[src/rtl/fifo_pkg.sv]
// Shared async-FIFO helpers: Gray/binary conversion and default depth.
// Used by both the read-side and write-side pointer handlers.
package fifo_pkg;

    localparam int PTR_WIDTH_DEF = 3;
    localparam int DEPTH = 2 ** PTR_WIDTH_DEF;

    function automatic logic [31:0] bin2gray(
        input logic [31:0] i_b
    );
        return i_b ^ (i_b >> 1);
    endfunction

    function automatic logic [31:0] gray2bin(
        input logic [31:0] i_g
    );
        logic [31:0] r_b;
        r_b[31] = i_g[31];
        for (int i = 30; i >= 0; i--) begin
            r_b[i] = r_b[i+1] ^ i_g[i];
        end
        return r_b;
    endfunction

endpackage

[src/rtl/gray2bin_conv.sv]
// Combinational Gray-to-binary converter (XOR prefix from the MSB down).
// Each binary bit is the parity of all Gray bits at or above it.
module gray2bin_conv #(
    parameter int WIDTH = 4
) (
    input  logic [WIDTH-1:0] i_gray,
    output logic [WIDTH-1:0] o_bin
);

    for (genvar i = 0; i < WIDTH; i++) begin : g_bit
        assign o_bin[i] = ^i_gray[WIDTH-1:i];
    end

endmodule

[src/rtl/rd_ptr_handler.sv]
// Async FIFO read-side pointer handler: pointers, empty/almost-empty, count.
// Optional sticky underflow flag is built when RD_UNDERFLOW_EN is defined.
module rd_ptr_handler
    import fifo_pkg::*;
#(
    parameter int PTR_WIDTH = PTR_WIDTH_DEF,
    parameter int AE_THRESH = 1
) (
    input  logic                 i_clk,
    input  logic                 i_rstn,
    input  logic                 i_en,
    input  logic [PTR_WIDTH:0]   i_g_wr_ptr,
    output logic [PTR_WIDTH:0]   o_b_rd_ptr,
    output logic [PTR_WIDTH:0]   o_g_rd_ptr,
    output logic                 o_empty,
    output logic                 o_almost_empty,
    output logic [PTR_WIDTH:0]   o_rd_count
`ifdef RD_UNDERFLOW_EN
    ,
    input  logic                 i_clr_underflow,
    output logic                 o_underflow
`endif
);

    localparam int PW = PTR_WIDTH + 1;
    localparam int AE_INT = AE_THRESH;
    localparam logic [PTR_WIDTH:0] AE_L = AE_INT[PTR_WIDTH:0];

    logic [PTR_WIDTH:0] r_b_rd;
    logic [PTR_WIDTH:0] r_g_rd;
    logic               r_empty;
    logic               r_ae;
    logic [PTR_WIDTH:0] r_cnt;

    logic               w_rd_ok;
    logic [PTR_WIDTH:0] w_nxt_b;
    logic [PTR_WIDTH:0] w_nxt_g;
    logic [PTR_WIDTH:0] w_wr_bin;
    logic [PTR_WIDTH:0] w_cnt_nxt;

    gray2bin_conv #(
        .WIDTH (PW)
    ) u_wr_conv (
        .i_gray (i_g_wr_ptr),
        .o_bin  (w_wr_bin)
    );

    assign w_rd_ok   = i_en & ~r_empty;
    assign w_nxt_b   = r_b_rd + {{PTR_WIDTH{1'b0}}, w_rd_ok};
    assign w_nxt_g   = PW'(bin2gray(32'(w_nxt_b)));
    assign w_cnt_nxt = w_wr_bin - w_nxt_b;

    // Empty compares in Gray; the new write pointer is seen this same cycle.
    always_ff @(posedge i_clk or negedge i_rstn) begin
        if (!i_rstn) begin
            r_b_rd  <= '0;
            r_g_rd  <= '0;
            r_empty <= 1'b1;
            r_ae    <= 1'b1;
            r_cnt   <= '0;
        end else begin
            r_b_rd  <= w_nxt_b;
            r_g_rd  <= w_nxt_g;
            r_empty <= (w_nxt_g == i_g_wr_ptr);
            r_ae    <= (w_cnt_nxt <= AE_L);
            r_cnt   <= w_cnt_nxt;
        end
    end

    assign o_b_rd_ptr     = r_b_rd;
    assign o_g_rd_ptr     = r_g_rd;
    assign o_empty        = r_empty;
    assign o_almost_empty = r_ae;
    assign o_rd_count     = r_cnt;

`ifdef RD_UNDERFLOW_EN
    logic r_uf;

    // Set has priority over clear.
    always_ff @(posedge i_clk or negedge i_rstn) begin
        if (!i_rstn) begin
            r_uf <= 1'b0;
        end else if (i_en && r_empty) begin
            r_uf <= 1'b1;
        end else if (i_clr_underflow) begin
            r_uf <= 1'b0;
        end
    end

    assign o_underflow = r_uf;
`endif

endmodule

[config.mk]
export PLATFORM = sky130hd
export DESIGN_NAME = rd_ptr_handler
export DESIGN_NICKNAME = d
export VERILOG_FILES = /design/src/rtl/fifo_pkg.sv /design/src/rtl/gray2bin_conv.sv /design/src/rtl/rd_ptr_handler.sv
export SDC_FILE = /design/constraint.sdc
export NUM_CORES = 1
export LEC_CHECK = 0
export ABC_CLOCK_PERIOD_IN_PS = 3100
export CAP_MARGIN = 20
export CORE_UTILIZATION = 45
export CTS_CLUSTER_DIAMETER = 80
export DETAILED_ROUTE_END_ITERATION = 12
export GPL_TIMING_DRIVEN = 1
export PLACE_DENSITY = 0.8
export RECOVER_POWER = 50
export SYNTH_ARGS = -nofsm -noshare
export SYNTH_HDL_FRONTEND = slang
export SYNTH_SLANG_ARGS = --single-unit
[constraint.sdc]
create_clock -name i_clk -period 3.1 [get_ports i_clk]
set_clock_uncertainty 0.05 [all_clocks]
set_input_delay 0.465 -clock i_clk [delete_from_list [all_inputs] [get_ports i_clk]]
set_output_delay 0.465 -clock i_clk [all_outputs]
set_load 0.01 [all_outputs]
==> results.toml, run 1 <==
[clock_network]
clk-insertion-delay-late_ps = 270
cts_tree = "yes"
cts_buffer_depth = 2
cts-htree-levels = 1
cts_hold_buf = 0
clk_pin_slew_ps = 80
cts.sinks = 13
ctsResizeCount = 0
numCtsBuffers = 3
postCtsSetupRepairBufs = 0
cts-root-buf = "clkbuf_4"

[die]
design.core.area_um2 = 1520
num_rows = 14
die-area_um2 = 1800
die_h_um = 42.4
io_pins = 21
die_w_um = 42.4
start_util_pct = 48.3

[pwr]
powerDensity_nw_per_um2 = 1140
pwr-share-seq_pct = 28.1
p_total_mw = 1.12
internal_power_mw = 0.681
p_leak_nw = 0.416
comb_power_share_pct = 63.0
pwr-share-clk_pct = 9.0
p_switching_mw = 0.439
p_sw_share_pct = 39.2
ir_worst_vdd_v = 0.000652

[yosys]
ys_seq_area_share_pct = 44.6
synthCells = 66
synth_cell_type_count = 27
synthAdderAreaFrac_pct = 9.69
synth_largest_area_cell = "dfrtp_1"
synthTopCellsByArea = "dfrtp_1 37%, xnor2_1 9.5%, xor2_1 8.3%, dfstp_2 7.1%, ha_1 6.8%"
syn_area_um2 = 736
synth_nets = 77
yosysTopAreaCellShare_pct = 37.4
synthMuxAreaShare_pct = 2.89
ys_ff_latch = 13
synthSimpleGateAreaFrac_pct = 10.5
synth_top_family_by_area = "XOR/XNOR gates"
yosysWarnings = 0
syn_avg_cell_area_um2 = 11.1
synth_compound_area_share_pct = 8.33
synth-xor-area-share_pct = 20.1

[cells_and_area]
drive_above_1_share_pct = 14.6
areaGrowthSynthToFinish_pct = 33.2
fin_nets = 101
fin_util_pct = 64.3
design_area_um2 = 980
final_common_cell = "clkdlybuf4s50_1"
fill_cells = 118
seq_area_um2 = 328
multi_input_area_um2 = 379
antenna_cells = 0
final_cell_mix = "14 x clkdlybuf4s50_1, 11 x dfrtp_1, 8 x xnor2_1"

[timing]
setup_tns_ps = 0
hold_violations = 0
maxSlewHeadroom_pct = 62.5
maxSlewViolCount = 0
worstMarginPinSlew_ps = 560
fmax_mhz = 360
setup_viol = 0
fin_crit_ps = 2780
min_period_over_period_pct = 89.6
rsz0062_at_grt = "no"
hold_ws_ps = 547

[detailed_routing]
postRouteAntennaNets = 0
post_drt_wl_per_cell_um = 12.4
vias = 524
dr.pass1.iters = 2
routed_wl_um = 1300
drc = 0
vias_per_cell = 4.99
drt_iter0_markers = 8

[worst_setup_path]
crit_start = "i_en"
end_kind = "flip-flop"
worstPathCellList = "dlygate4sd3_1, nor2b_1, ha_1, ha_1, xor2_1, ha_1, a211o_1, and3_1, or2_2"
crit_arrival_ps = 2890
cp.required_ps = 3210
crit_type = "in -> reg"
rrSetupSlack_ps = 630
cp_slowest_cell = "dlygate4sd3_1"
worstReg2RegStart = "o_empty"
critPathLaunchType = "input port"
critPathMaxStageDelay_ps = 540
setup.worst_path.end = "o_rd_count[2]"
critPathMaxFanout = 8
worstRegToRegCells = 8
r2r_end = "o_rd_count[2]"
crit_top_cell = "ha_1"

[global_routing]
grt_use_total_pct = 17.1
grt_first_pass_wirelength_um = 2330
first_global_vias = 510
overflow = 0
grt_max_degree = 14
antenna_found_initial = 0

[placed_design]
io_buffer_count = 20
dp_hpwl_um = 1030
gp_congestion = 0.733
placed_area_um2 = 953

[status]
status = "complete, no violations"

[hold_path]
holdPathStages = 1
hp-class = "reg -> reg"

[flow_run]
maxCapViolations = 0
power by group through the flow:
| stage | combinational (mW) | sequential [mW] | clock, mW |
|---|---|---|---|
| after detailed placement | 0.713 | 0.320 | 0 |
| after global placement | 0.703 | 0.317 | 0 |
| final | 0.706 | 0.314 | 0.101 |
| after floorplan | 0.449 | 0.344 | 0 |
| after CTS | 0.717 | 0.317 | 0.104 |
| after global routing | 0.783 | 0.322 | 0.117 |
cell type report:
cell class,instances,share of cell area [%]
Clock buffer,4,2.68
Inverter,3,1.15
Multi-Input combinational cell,47,38.7
Sequential cell,13,33.5
Tap cell,16,2.04
Timing Repair Buffer,22,22.0
worst min-delay path by stage:
stage,start,endpoint,slack [ps]
finish,o_b_rd_ptr[0],o_b_rd_ptr[0],550
global route,o_b_rd_ptr[2],o_empty,590
CTS,i_rstn,o_b_rd_ptr[0],520
detailed placement,o_b_rd_ptr[2],o_empty,540
global placement,o_b_rd_ptr[0],o_b_rd_ptr[0],530
floorplan,i_rstn,o_b_rd_ptr[0],120
layer usage:
layer  part of all wire [%]  wire [µm]  global-route usage (%)  vias to the layer above
met2                     50        657                    27.4                       13
met3                    2.1         27                    3.88                        2
met4                    1.1         14                    5.63                        0
met1                     46        603                    22.8                      243
li1                       -          -                       -                      266
met5                      0          0                       0                        -
Yosys cell counts:
| master | count |
|---|---|
| xor2_2 | 1 |
| ha_1 | 4 |
| maj3_2 | 1 |
| buf_2 | 2 |
| o211ai_1 | 1 |
| a211oi_1 | 1 |
| xor2_1 | 7 |
| inv_1 | 3 |
| xnor2_1 | 8 |
| buf_4 | 1 |
| a2111oi_0 | 1 |
| and2_1 | 1 |
| nand3_1 | 1 |
| a2111oi_2 | 1 |
| nand2_1 | 5 |
| nor2_1 | 4 |
| a211o_1 | 2 |
| nor2b_1 | 2 |
| or2_2 | 1 |
| and2_2 | 1 |
| and3_1 | 1 |
| a21oi_1 | 1 |
| dfstp_2 | 2 |
| maj3_1 | 1 |
| dfrtp_1 | 11 |
| mux2i_1 | 1 |
| mux2_2 | 1 |
worst max-delay path, delay by kind of cell:
family	cells	cell delay, ps
buffers and inverters	1	540
adders and majority gates	3	850
xor gates and xnor gates	1	210
and+or+nand+nor	3	580
AOI/OAI and AO/OA	1	240
stage by stage:
| stage | worst slack [ps] | cells |
|---|---|---|
| finish | 321 | 105 |
| global route | 211 | 105 |
| CTS | 377 | 105 |
| detailed placement | 103 | 101 |
| global placement | 150 | 101 |
| floorplan | 670 | 66 |
sequential cells by signal (all words and copies together) (netlist names):
signal	count
o_almost_empty	1
o_rd_count	4
o_b_rd_ptr	4
o_g_rd_ptr	3
o_empty	1
cells by family after synthesis:
logic type      count (synthesis)
buf+inv                         6
fa+ha+maj                       6
compound gates                  7
simple gates                   16
mux                             2
xor+xnor                       16
flops                          13
Note: power is estimated with default switching activity, not from simulation.
==> inputs of run 2 (changes only) <==
- ABC_AREA: not set -> 1
- CORE_UTILIZATION: 45 -> 46
- PLACE_DENSITY: 0.8 -> 0.81
==> results.toml, run 2 <==
[cells_and_area]
final_cell_mix = "24 x nand2_1, 15 x clkdlybuf4s50_1, 11 x inv_1, 11 x dfrtp_1, 7 x nand2_2"
areaGrowthSynthToFinish_pct = 29.5
final_common_cell = "nand2_1"
antenna_cells = 0
multi_input_area_um2 = 374
seq_area_um2 = 328
fin_nets = 123
fin_cells = 127
drive_above_1_share_pct = 22.5
fill_cells = 142

[yosys]
synthArstFlopShare_pct = 100
ys_seq_area_share_pct = 42.3
synthCells = 88
synth_largest_area_cell = "dfrtp_1"
syn_area_um2 = 776
ys_ff_latch = 13
syn_avg_cell_area_um2 = 8.82
yosysWarnings = 0
yosysMostFrequentCell = "nand2_1"
ys_top_cells_by_count = "23 x nand2_1, 11 x dfrtp_1, 11 x inv_1"
synth_cell_type_count = 20
synth_flop_cell = "dfrtp_1"
synthTopCellsByArea = "dfrtp_1 35%, nand2_1 11%, dfstp_2 6.8%, xor2_1 6.8%, ha_1 6.5%"
synth_edf_count = 0
synth_nets = 99
yosysTopAreaCellShare_pct = 35.5

[worst_setup_path]
cp.required_ps = 3260
critPathLaunchType = "input port"
end_kind = "flip-flop"
crit_arrival_ps = 2590
worstPathCellList = "dlygate4sd3_1, inv_1, nor2_1, ha_1, ha_1, inv_1, nand3_4, nand2_1, inv_1, ha_1, nand3b_1, nor2_2"
cp_slowest_cell = "dlygate4sd3_1"
crit_type = "in -> reg"
critPathMaxStageDelay_ps = 530
worstReg2RegStart = "o_empty"
critPathMaxFanout = 5
crit_start = "i_en"

[pwr]
pwr-share-clk_pct = 9.2
comb_power_share_pct = 63.3
powerDensity_nw_per_um2 = 1070
p_sw_share_pct = 42.3
p_switching_mw = 0.455
pwr-share-seq_pct = 27.4
ir_worst_vdd_v = 0.000464
internal_power_mw = 0.621
p_total_mw = 1.08
p_leak_nw = 0.508

[hold_path]
min-delay-start = "o_b_rd_ptr[0]"
hp-class = "reg -> reg"

[timing]
fmax_mhz = 412
timing.final.ws_setup_ps = 675
rsz0062_at_grt = "no"
fin_crit_ps = 2430
worstMarginPinSlew_ps = 575
min_period_over_period_pct = 78.2
maxSlewHeadroom_pct = 61.5
setup_viol = 0
maxSlewViolCount = 0
hold_violations = 0
setup_tns_ps = 0

[clock_network]
numCtsBuffers = 3
ctsResizeCount = 0
cts_hold_buf = 0
cts_tree = "yes"
cts-htree-levels = 1
clk-insertion-delay-late_ps = 270
cts.sinks = 13
clk_pin_slew_ps = 70
postCtsSetupRepairBufs = 0
cts-root-buf = "clkbuf_4"
cts_buffer_depth = 2

[die]
io_pins = 21
die_h_um = 43.1
die-area_um2 = 1850
start_util_pct = 50.3
die_w_um = 43.1
num_rows = 14
design.core.area_um2 = 1540

[placed_design]
placed_cells_incl_taps = 123
post-place-ws_ps = 496
gp_congestion = 0.759
io_buffer_count = 20
dp_hpwl_um = 1080

[global_routing]
grt_max_degree = 14
grt_first_pass_wirelength_um = 2100
antenna_found_initial = 0
first_global_vias = 500
overflow = 0
grt_use_total_pct = 16.1

[detailed_routing]
m1WireLength_um = 550
vias = 599
drc = 0
drt_iter0_markers = 3
highest-signal-layer = "met4"
dr.pass1.iters = 4
routed_wl_um = 1290
post_drt_wl_per_cell_um = 10.1
postRouteAntennaNets = 0
met3_length_um = 52
vias_per_cell = 4.72
route.met2.wl_um = 648

[status]
status = "complete, no violations"

[flow_run]
maxCapViolations = 0
-- run 2: critical path: cells and delay by family --
kind	cells	cell delay (ps)
adder cells (fa/ha/maj)	3	850
AND/OR/NAND/NOR	5	530
buffers and inverters	4	740
-- run 2: power by group through the flow --
stage                     combinational [mW]  sequential (mW)  clock [mW]
after floorplan                        0.416            0.344           0
after global placement                 0.688            0.301           0
after detailed placement               0.705            0.303           0
after CTS                              0.709            0.300       0.105
after global routing                   0.761            0.304       0.116
final                                  0.682            0.295      0.0995
-- run 2: per-stage QoR --
| stage | hold slack, ps | util (%) | cell area (µm²) |
|---|---|---|---|
| after floorplan | 119 | - | 776 |
| after CTS | 520 | 65.8 | 1010 |
| final | 528 | 65.2 | 1000 |
| after global placement | 525 | 64.1 | 988 |
| after global routing | 560 | 65.2 | 1000 |
| after detailed placement | 519 | 64.1 | 988 |
-- run 2: cell type report --
cell class              count  share of cell area (%)
multi-input cells          59                    37.2
flip-flops and latches     13                    32.6
repair buffers             20                    19.9
inverters                  15                    5.60
clock buffers               4                    2.62
well taps                  16                    1.99
-- run 2: logic make-up after synthesis --
group,after synthesis,synth area share [%]
and+or+nand+nor,48,34.2
buffers and inverters,16,8.23
DFF,13,42.3
xor gates and xnor gates,7,8.87
adders and majority gates,4,6.45
-- run 2: path summary, 6_finish.rpt --
kind | end | slack (ps) | cells after the start
setup / recovery | o_almost_empty | 670 | 12
hold / removal | o_b_rd_ptr[0] | 530 | 1
setup reg to reg | o_almost_empty | 920 | 10
hold reg to reg | o_b_rd_ptr[0] | 530 | 1
max in group asynchronous | o_empty | 2050 | 1
min in group asynchronous | o_g_rd_ptr[0] | 580 | 1
-- run 2: metal layers --
metal	GRT usage [%]	vias to the layer above
met4	10.9	0
met3	3.83	4
met1	19.6	269
li1	-	308
met2	24.8	18
met5	0	-
==> inputs of run 3 (changes only) <==
- ABC_CLOCK_PERIOD_IN_PS: 3100 -> 2400
- clock period: 3.1 -> 2.4 ns (I/O delays scaled with it)
==> results.toml, run 3 (same netlist as run 2, synthesis figures left out) <==
[worst_setup_path]
cp_slowest_cell = "clkdlybuf4s50_1"
worstPathCellList = "clkdlybuf4s50_1, inv_1, nor2_1, ha_1, ha_1, inv_1, nand3_4, nand2_1, inv_1, ha_1, nand3b_1, nor2_2"
critPathLaunchType = "input port"
critPathMaxFanout = 3
critPathTopFamily = "adder cells"
crit_arrival_ps = 2280
critPathMaxStageDelay_ps = 450
critPathBufInv = 4
worstReg2RegStart = "o_empty"
worstRegToRegCells = 10
r2r_end = "o_almost_empty"
end_kind = "flip-flop"
rrSetupSlack_ps = 310
cp.required_ps = 2560
crit_type = "in -> reg"

[die]
io_pins = 21
design.core.area_um2 = 1540
die_w_um = 43.1
num_rows = 14
die-area_um2 = 1850
start_util_pct = 50.3
die_h_um = 43.1

[cells_and_area]
drive_above_1_share_pct = 25.6
fin_util_pct = 67.9
final_cell_mix = "24 x nand2_1, 16 x clkdlybuf4s50_1, 11 x inv_1, 11 x dfrtp_1, 7 x nand2_2"
fill_cells = 141
final_common_cell = "nand2_1"
antenna_cells = 0
areaGrowthSynthToFinish_pct = 34.8
fin_nets = 129

[clock_network]
numCtsBuffers = 3
clk_pin_slew_ps = 70
cts_hold_buf = 0
cts.sinks = 13
cts_tree = "yes"
cts-htree-levels = 1
postCtsSetupRepairBufs = 0
clk-insertion-delay-late_ps = 270
cts-root-buf = "clkbuf_4"
ctsResizeCount = 0
cts_buffer_depth = 2

[detailed_routing]
drc = 0
dr.pass1.iters = 4
postRouteAntennaNets = 0
routed_wl_um = 1470
post_drt_wl_per_cell_um = 11.0
vias = 625
vias_per_cell = 4.70
drt_iter0_markers = 3

[timing]
timing.final.ws_setup_ps = 277
rsz0062_at_grt = "no"
setup_viol = 0
hold_ws_ps = 459
fmax_mhz = 471
hold_violations = 0
min_period_over_period_pct = 88.5
maxSlewViolCount = 0
fin_crit_ps = 2120
maxSlewHeadroom_pct = 64.2
worstMarginPinSlew_ps = 535

[pwr]
p_leak_nw = 0.532
comb_power_share_pct = 64.3
ir_worst_vdd_v = 0.000654
p_sw_share_pct = 42.2
powerDensity_nw_per_um2 = 1370
pwr-share-clk_pct = 8.8
internal_power_mw = 0.828
p_total_mw = 1.43
p_switching_mw = 0.604
pwr-share-seq_pct = 26.9

[hold_path]
hp-class = "in -> async"

[status]
status = "complete, no violations"

[placed_design]
gp_congestion = 0.777
post-place-ws_ps = -18.7
io_buffer_count = 20
dp_hpwl_um = 1280

[global_routing]
grt_use_total_pct = 19.1
grt_first_pass_wirelength_um = 2530
antenna_found_initial = 0
overflow = 0
first_global_vias = 609
grt_max_degree = 14

[flow_run]
maxCapViolations = 0
[run 3: stage by stage]
step | setup TNS (ps) | instances | instance area (µm²)
2_1_floorplan | 0 | 88 | 776
3_3_place_gp | 0 | 129 | 1030
3_5_place_dp | -18.7 | 129 | 1030
4_1_cts | 0 | 133 | 1060
5_1_grt | 0 | 133 | 1050
6_report | 0 | 133 | 1050
[run 3: power by group through the flow]
stage          Combinational [mW]  Clock (mW)  Sequential, mW
2_1_floorplan               0.537           0           0.444
5_1_grt                      1.04       0.145           0.397
3_5_place_dp                0.961           0           0.396
3_3_place_gp                0.929           0           0.388
6_report                    0.920       0.127           0.384
4_1_cts                     0.963       0.132           0.392
[run 3: metal layers]
metal | GRT usage, % | share of wire [%]
met1 | 20.1 | 40
met2 | 33.9 | 53
met3 | 3.83 | 3.8
met4 | 12.7 | 3.1
met5 | 0 | 0
[run 3: worst max-delay path by stage]
stage / startpoint / cells past startpoint / slack [ps] / endpoint
after floorplan: o_empty / 10 / 300 / o_almost_empty
after global placement: i_en / 12 / 50 / o_almost_empty
after detailed placement: i_en / 15 / -20 / o_almost_empty
after CTS: i_en / 15 / 260 / o_almost_empty
after global routing: i_en / 15 / 90 / o_almost_empty
final: i_en / 12 / 280 / o_almost_empty
[run 3: layout make-up]
cell class	instances	area, µm²	area share [%]
Sequential cell	13	328	31.3
Inverter	15	56.3	5.38
Multi-Input combinational cell	59	374	35.8
Clock buffer	4	26.3	2.51
Timing Repair Buffer	26	241	23.1
Tap cell	16	20.0	1.91
